## config.mk

```make
export PLATFORM = sky130hd
export DESIGN_NAME = prpg_pattern_gen
export DESIGN_NICKNAME = d
export VERILOG_FILES = /design/src/rtl/prpg_pattern_gen.sv
export SDC_FILE = /design/constraint.sdc
export NUM_CORES = 1
export LEC_CHECK = 0
export BUFFER_PORTS_ARGS = -buffer_cell sky130_fd_sc_hd__buf_4
export CAP_MARGIN = 20
export CORE_ASPECT_RATIO = 1.2
export CORE_MARGIN = 3
export CORE_UTILIZATION = 45
export CTS_CLUSTER_DIAMETER = 120
export DETAILED_ROUTE_END_ITERATION = 16
export PLACE_DENSITY = 0.69
export SLEW_MARGIN = 25
export SYNTH_ARGS = -nofsm -noshare
export SYNTH_HDL_FRONTEND = slang
export SYNTH_SLANG_ARGS = --single-unit
```

## constraint.sdc

```tcl
create_clock -name clk -period 4.61 [get_ports clk]
set_input_delay 0.461 -clock clk [delete_from_list [all_inputs] [get_ports clk]]
set_output_delay 0.461 -clock clk [all_outputs]
set_load 0.005 [all_outputs]
```

## src/rtl/prpg_pattern_gen.sv

```systemverilog
`default_nettype none
// ============================================================================
// Module   : prpg_pattern_gen
// Purpose  : BIST stimulus source. A Fibonacci LFSR issues a programmable
//            number of pseudo-random patterns, starting from a loadable
//            seed, over a valid/ready handshake. It reports busy while a
//            run is in progress and pulses done for one cycle when the run
//            completes.
// Options  : PRPG_DEBRUIJN_EN - when defined, the all-zero state is spliced
//            into the sequence (period 2^WIDTH) and seed 0 is stored as-is.
//            When undefined, the generator is a plain maximal LFSR
//            (period 2^WIDTH-1) and a zero seed is replaced by 1.
// Ports    : clk       - clock, all logic on the rising edge
//            rst       - synchronous active-high reset
//            seed_load - write seed into the seed register (IDLE only)
//            seed      - seed value
//            start     - begin a run (IDLE only)
//            n_pat     - pattern count for the run, sampled on accepted start
//            pat       - current pattern (the LFSR register)
//            pat_valid - pat is valid for the consumer
//            pat_ready - consumer accepts pat this cycle
//            pat_idx   - 0-based index of the current pattern within the run
//            busy      - run in progress
//            done      - one-cycle pulse at run completion
// Revision : 1.0 - initial release
// ============================================================================
module prpg_pattern_gen #(
  parameter int               WIDTH = 5,
  parameter logic [WIDTH-1:0] TAPS  = 5'b10100,
  parameter int               CNT_W = 8
) (
  input  logic             clk,
  input  logic             rst,
  input  logic             seed_load,
  input  logic [WIDTH-1:0] seed,
  input  logic             start,
  input  logic [CNT_W-1:0] n_pat,
  output logic [WIDTH-1:0] pat,
  output logic             pat_valid,
  input  logic             pat_ready,
  output logic [CNT_W-1:0] pat_idx,
  output logic             busy,
  output logic             done
);

  typedef enum logic [1:0] {
    S_IDLE = 2'd0,
    S_RUN  = 2'd1,
    S_DONE = 2'd2
  } state_t;

  localparam logic [WIDTH-1:0] ONE_W = {{(WIDTH-1){1'b0}}, 1'b1};

  state_t           state;
  logic [WIDTH-1:0] lfsr;
  logic [WIDTH-1:0] seed_reg;
  logic [CNT_W-1:0] n_lat;
  logic [WIDTH-1:0] lfsr_next;
  logic [WIDTH-1:0] seed_in;
  logic             fb;
  logic             accept;
  logic             last;

  always_comb begin
    fb = ^(lfsr & TAPS);
`ifdef PRPG_DEBRUIJN_EN
    // Flipping the feedback when the low bits are all zero inserts the
    // all-zero state between 10..0 and 0..01, giving a full 2^WIDTH cycle.
    fb = fb ^ (lfsr[WIDTH-2:0] == '0);
`endif
    lfsr_next = {lfsr[WIDTH-2:0], fb};
  end

`ifdef PRPG_DEBRUIJN_EN
  assign seed_in = seed;
`else
  // All-zero is the lock-up state of a plain LFSR, so never store it.
  assign seed_in = (seed == '0) ? ONE_W : seed;
`endif

  assign accept = pat_valid & pat_ready;
  assign last   = (pat_idx == n_lat - CNT_W'(1));
  assign pat    = lfsr;

  always_ff @(posedge clk) begin
    if (rst) begin
      state     <= S_IDLE;
      lfsr      <= ONE_W;
      seed_reg  <= ONE_W;
      n_lat     <= '0;
      pat_idx   <= '0;
      pat_valid <= 1'b0;
      busy      <= 1'b0;
      done      <= 1'b0;
    end else begin
      case (state)
        S_IDLE: begin
          // A start in the same cycle as seed_load launches from the old
          // seed; the new seed only takes effect for the following run.
          if (seed_load) begin
            seed_reg <= seed_in;
          end
          if (start) begin
            lfsr    <= seed_reg;
            pat_idx <= '0;
            n_lat   <= n_pat;
            if (n_pat != '0) begin
              state     <= S_RUN;
              busy      <= 1'b1;
              pat_valid <= 1'b1;
            end else begin
              state <= S_DONE;
              done  <= 1'b1;
            end
          end
        end

        S_RUN: begin
          if (accept) begin
            lfsr    <= lfsr_next;
            pat_idx <= pat_idx + CNT_W'(1);
            if (last) begin
              state     <= S_DONE;
              busy      <= 1'b0;
              pat_valid <= 1'b0;
              done      <= 1'b1;
            end
          end
        end

        S_DONE: begin
          state <= S_IDLE;
          done  <= 1'b0;
        end

        default: begin
          state     <= S_IDLE;
          busy      <= 1'b0;
          pat_valid <= 1'b0;
          done      <= 1'b0;
        end
      endcase
    end
  end

endmodule
`default_nettype wire

```

# Yosys cells after proc, flatten, opt, wreduce, memory -nomap -nowiden
# Cells that the tools add are included.
# W data, S select, Z words.
# word_totals
register_bits,30
elab_cells,52
in_bits,18
output_inout_bits,16
# classes
muxes,22
reduce_logical,11
eq_ne,8
n_addsub,2
bitwise,2
# op_table
cell,count
$mux W8,2
$pmux W8 S2,1
$mux W5,3
$ne A2 B2 Y1 const B,5
$pmux W5 S2,1
$add A8 B1 Y8 const B,1
$eq A8 B8 Y1,1
$mux W1,8
$mux W2,4
$reduce_bool A8 Y1,1
$sub A8 B1 Y8 const B,1
$reduce_and A3 Y1,2
$logic_not A5 Y1,1
$reduce_and A5 Y1,1
$reduce_xor A5 Y1,1
$pmux W2 S2,1
$reduce_and A2 Y1,2
$reduce_and A4 Y1,1
$pmux W1 S3,1
$eq A2 B1 Y1 const B,1
$eq A2 B2 Y1 const B,1
$logic_not A2 Y1,1
$pmux W1 S2,1
$reduce_bool A2 Y1,1
2 further kinds,2

# Logic depth before layout (Yosys ltp)
# depth
depth_word,5
mapped_depth,9
mapped_depth_nobuf,7

# Worst setup path before layout
# OpenSTA, ideal clock, no wires.
# synth_path
path_kind,register to register
start,register n_lat[1]
end,register state[1]
required_time_ns,4.531
setup_time_ns,0.079
synth_period_minus_slack_ns,1.956
t_arrival_ns,1.876
path_slack_ns,2.654
path_buffers,1
path_stages_with_launch,9
cell_sequence,dfxtp_1 -> inv_1 -> ha_1 -> buf_6 -> o21bai_1 -> a2111oi_1 -> a311oi_2 -> a211o_1 -> a211oi_2
# synth_via
elab_chain_len,4
# synth_rtl
item,line,rtl
"start, declared",57,logic [CNT_W-1:0] n_lat;
"start signal, assigned",106,n_lat <= n_pat;
$sub A8 B1 Y8,82,assign last = (pat_idx == n_lat - CNT_W'(1));
$eq A8 B8 Y1,82,
$ne A2 B2 Y1 (no line),n/a,
$reduce_and A3 Y1 (no line),n/a,
"end signal, assigned",87,state <= S_IDLE;
"end signal, assigned",108,state <= S_RUN;
"end signal, assigned",112,state <= S_DONE;
"end, declared",54,state_t state;
# No other way between the ends.
# A chain may end at the register's enable or synchronous reset.

# Worst setup path after layout
# layout_path
start,register n_lat[0]
end,register state[0]
# Same word-level chain as after synthesis.

==> flow_summary.ini <==
[outcome]
outcome = complete, no violations

[clock_network]
cts.sinks = 30
cts_max_level = 2
cts_buffer_depth = 2
cts_tree = built
cts_buffers = 5
clockRootBuffer = clkbuf_8
clk_pin_slew_ps = 60
cts_resized = 0
hold_buffers = 0
post-cts-setup-buffer-count = 0
clock_latency_ps = 280

[route]
drt_first_pass_iters = 4
routedWlPerCell_microns = 13.6
wl_met3_microns = 148
wl_met1_mm = 1.51
wl_mm = 3.54
drc = 0
drt_iter0_drc = 34
via_per_inst = 5.34
routed.top_layer = met4
dr_wl_met2_mm = 1.81
ant_nets = 0
vias = 1389

[finish]
stdcell_area_sq_um = 1930
final_common_cell = buf_4
nets = 242
reg_top3 = n_lat (8), pat_idx (8)
antenna_cells = 0
syn2layout_area_growth_pct = 19.4
final_cell_mix = buf_4, dfxtp_1, nand2_1
drive_gt1_share_pct = 20.6

[sta]
min_period_ps = 2230
fin_tns_setup_ps = 0
period_share_pct = 48.4
finalHoldViolCount = 0
timing.fmax_mhz = 448
rsz0062_at_grt = no
maxSlewViolCount = 0
setup-violations-final = 0
final.setup_skew_ps = 3.16
maxSlewHeadroom_pct = 39.0
worstMarginPinSlew_ps = 914

[logic_synthesis]
synth_flop_cell = dfxtp_1
syn_area_per_cell_sq_um = 8.33
synth_edf_count = 0
synthMuxAreaShare_pct = 4.96
synthArstFlopShare_pct = 0
yosys.area_share.simple_pct = 25.5
ys_seq_elements = 30
syn-cell-area_sq_um = 1620
synth_fp_nets = 214
yosysUniqueCellTypes = 40
synthAdderAreaFrac_pct = 1.55
synth_xor_area_share_pct = 9.22
ys.warnings.count = 0
synth-compound-area-share_pct = 16.0
synthCells = 194
synth_top_family_by_area = simple AND/OR/NAND/NOR gates
ys_seq_area_share_pct = 37.2

[floorplanning]
die-area_sq_um = 4350
start_util_pct = 47.6
io_pins = 34
rows = 23
die_x_microns = 60.7
die_h_microns = 71.6
core_sq_um = 3400

[power_and_ir_drop]
p_int_w = 0.000440
p_sw_w = 0.000159
vdd_ir_drop_max_mv = 0.212
power_frac_seq_pct = 48.2
p_clk_share_pct = 36.2
p_comb_share_pct = 15.6
switching_share_pct = 26.6
p_leak_nw = 0.771
p_per_area_nw_per_um2 = 310

[critical_path]
critPathKind = reg -> reg
worstPathRequired_ps = 4750
cp_data_arrival_time_ps = 2380
path_max_fanout = 8
start_kind = flip-flop
end_kind = flip-flop

[place]
placed_area_sq_um = 1840
io_buffers = 33
hpwl_mm = 2.73
gp_congestion = 0.867

[grt]
antenna_found_initial = 0
grt_overflow_total = 0
grt_pass1_wl_mm = 6.29
grt_pass1_vias = 1368
grt_max_degree = 22
track_usage_pct = 19.4

[min_path]
min_path_type = in -> reg

[flow_run]
drv_cap = 0
==> cell type report <==
type,instances,area [sq um]
Sequential cell,30,601
Inverter,5,18.8
Clock buffer,7,86.3
Timing Repair Buffer,33,248
Multi-Input combinational cell,147,923
Fill cell,335,1470
Tap cell,37,46.3
Clock inverter,1,5.00
==> stage by stage <==
step,hold WS (ps),util (%),setup WS [ps],power (W),std cells
floorplan,448,-,2650,0.000357,194
global placement,481,54.1,2480,0.000387,252
detailed placement,484,54.1,2410,0.000388,252
CTS,395,56.8,2380,0.000609,260
global route,409,56.8,2210,0.000632,260
finish,410,56.8,2380,0.000598,260
==> worst max-delay path: stages (launching register included) <==
cell	delay (ps)
dfxtp_1	480
inv_1	80
ha_1	310
o21bai_1	200
a2111oi_1	460
a311oi_2	80
a211oi_1	330
a311oi_1	150
==> routing by layer <==
layer / track usage [%] / up-vias
met4: 7.95 / 0
li1: - / 732
met2: 31.5 / 28
met3: 5.23 / 6
met1: 23.9 / 623
met5: 0 / -
==> worst paths after layout <==
check | from | endpoint | slack [ps] | cells after the start
worst min-delay path | pat_ready | busy | 410 | 2
worst min register to register | done | done | 490 | 2
worst max register to register | n_lat[0] | state[0] | 2380 | 7
worst max-delay path | n_lat[0] | state[0] | 2380 | 7
==> kinds of logic (layout without fill, tap and decap cells) <==
family | Yosys count | count (layout)
flops | 30 | 30
buf+inv | 17 | 46
simple gates | 81 | 81
mux | 8 | 8
compound gates | 39 | 39
xor+xnor | 17 | 17
fa+ha+maj | 2 | 2
==> synthesized netlist by cell type (2+ instances only) <==
library cell	number	area share (%)
a211o_1	2	1.1
a211oi_1	6	2.8
clkbuf_1	7	1.6
xnor2_1	9	4.9
nand2b_1	4	1.5
and2_1	4	1.5
nand3b_1	2	0.93
a31oi_1	2	0.77
and3_1	2	0.77
dfxtp_1	30	37
nor3_1	4	1.2
o21ai_0	3	0.93
nor2_1	20	4.6
xor2_1	8	4.3
ha_1	2	1.5
nand2_1	26	6.0
nor4_1	3	1.2
inv_1	5	1.2
a21o_1	2	0.93
buf_6	3	2.1
mux2i_1	8	5.0
nand3_1	5	1.5
a21oi_1	17	5.3
nand4_1	4	1.5
==> power groups by stage <==
stage	Combinational (W)	Sequential, W	Clock (W)
floorplan	0.0000689	0.000289	0
global placement	0.0000934	0.000294	0
detailed placement	0.0000941	0.000294	0
CTS	0.0000945	0.000288	0.000226
global route	0.000106	0.000290	0.000236
finish	0.0000933	0.000288	0.000217
(Power assumes the default switching activity.)
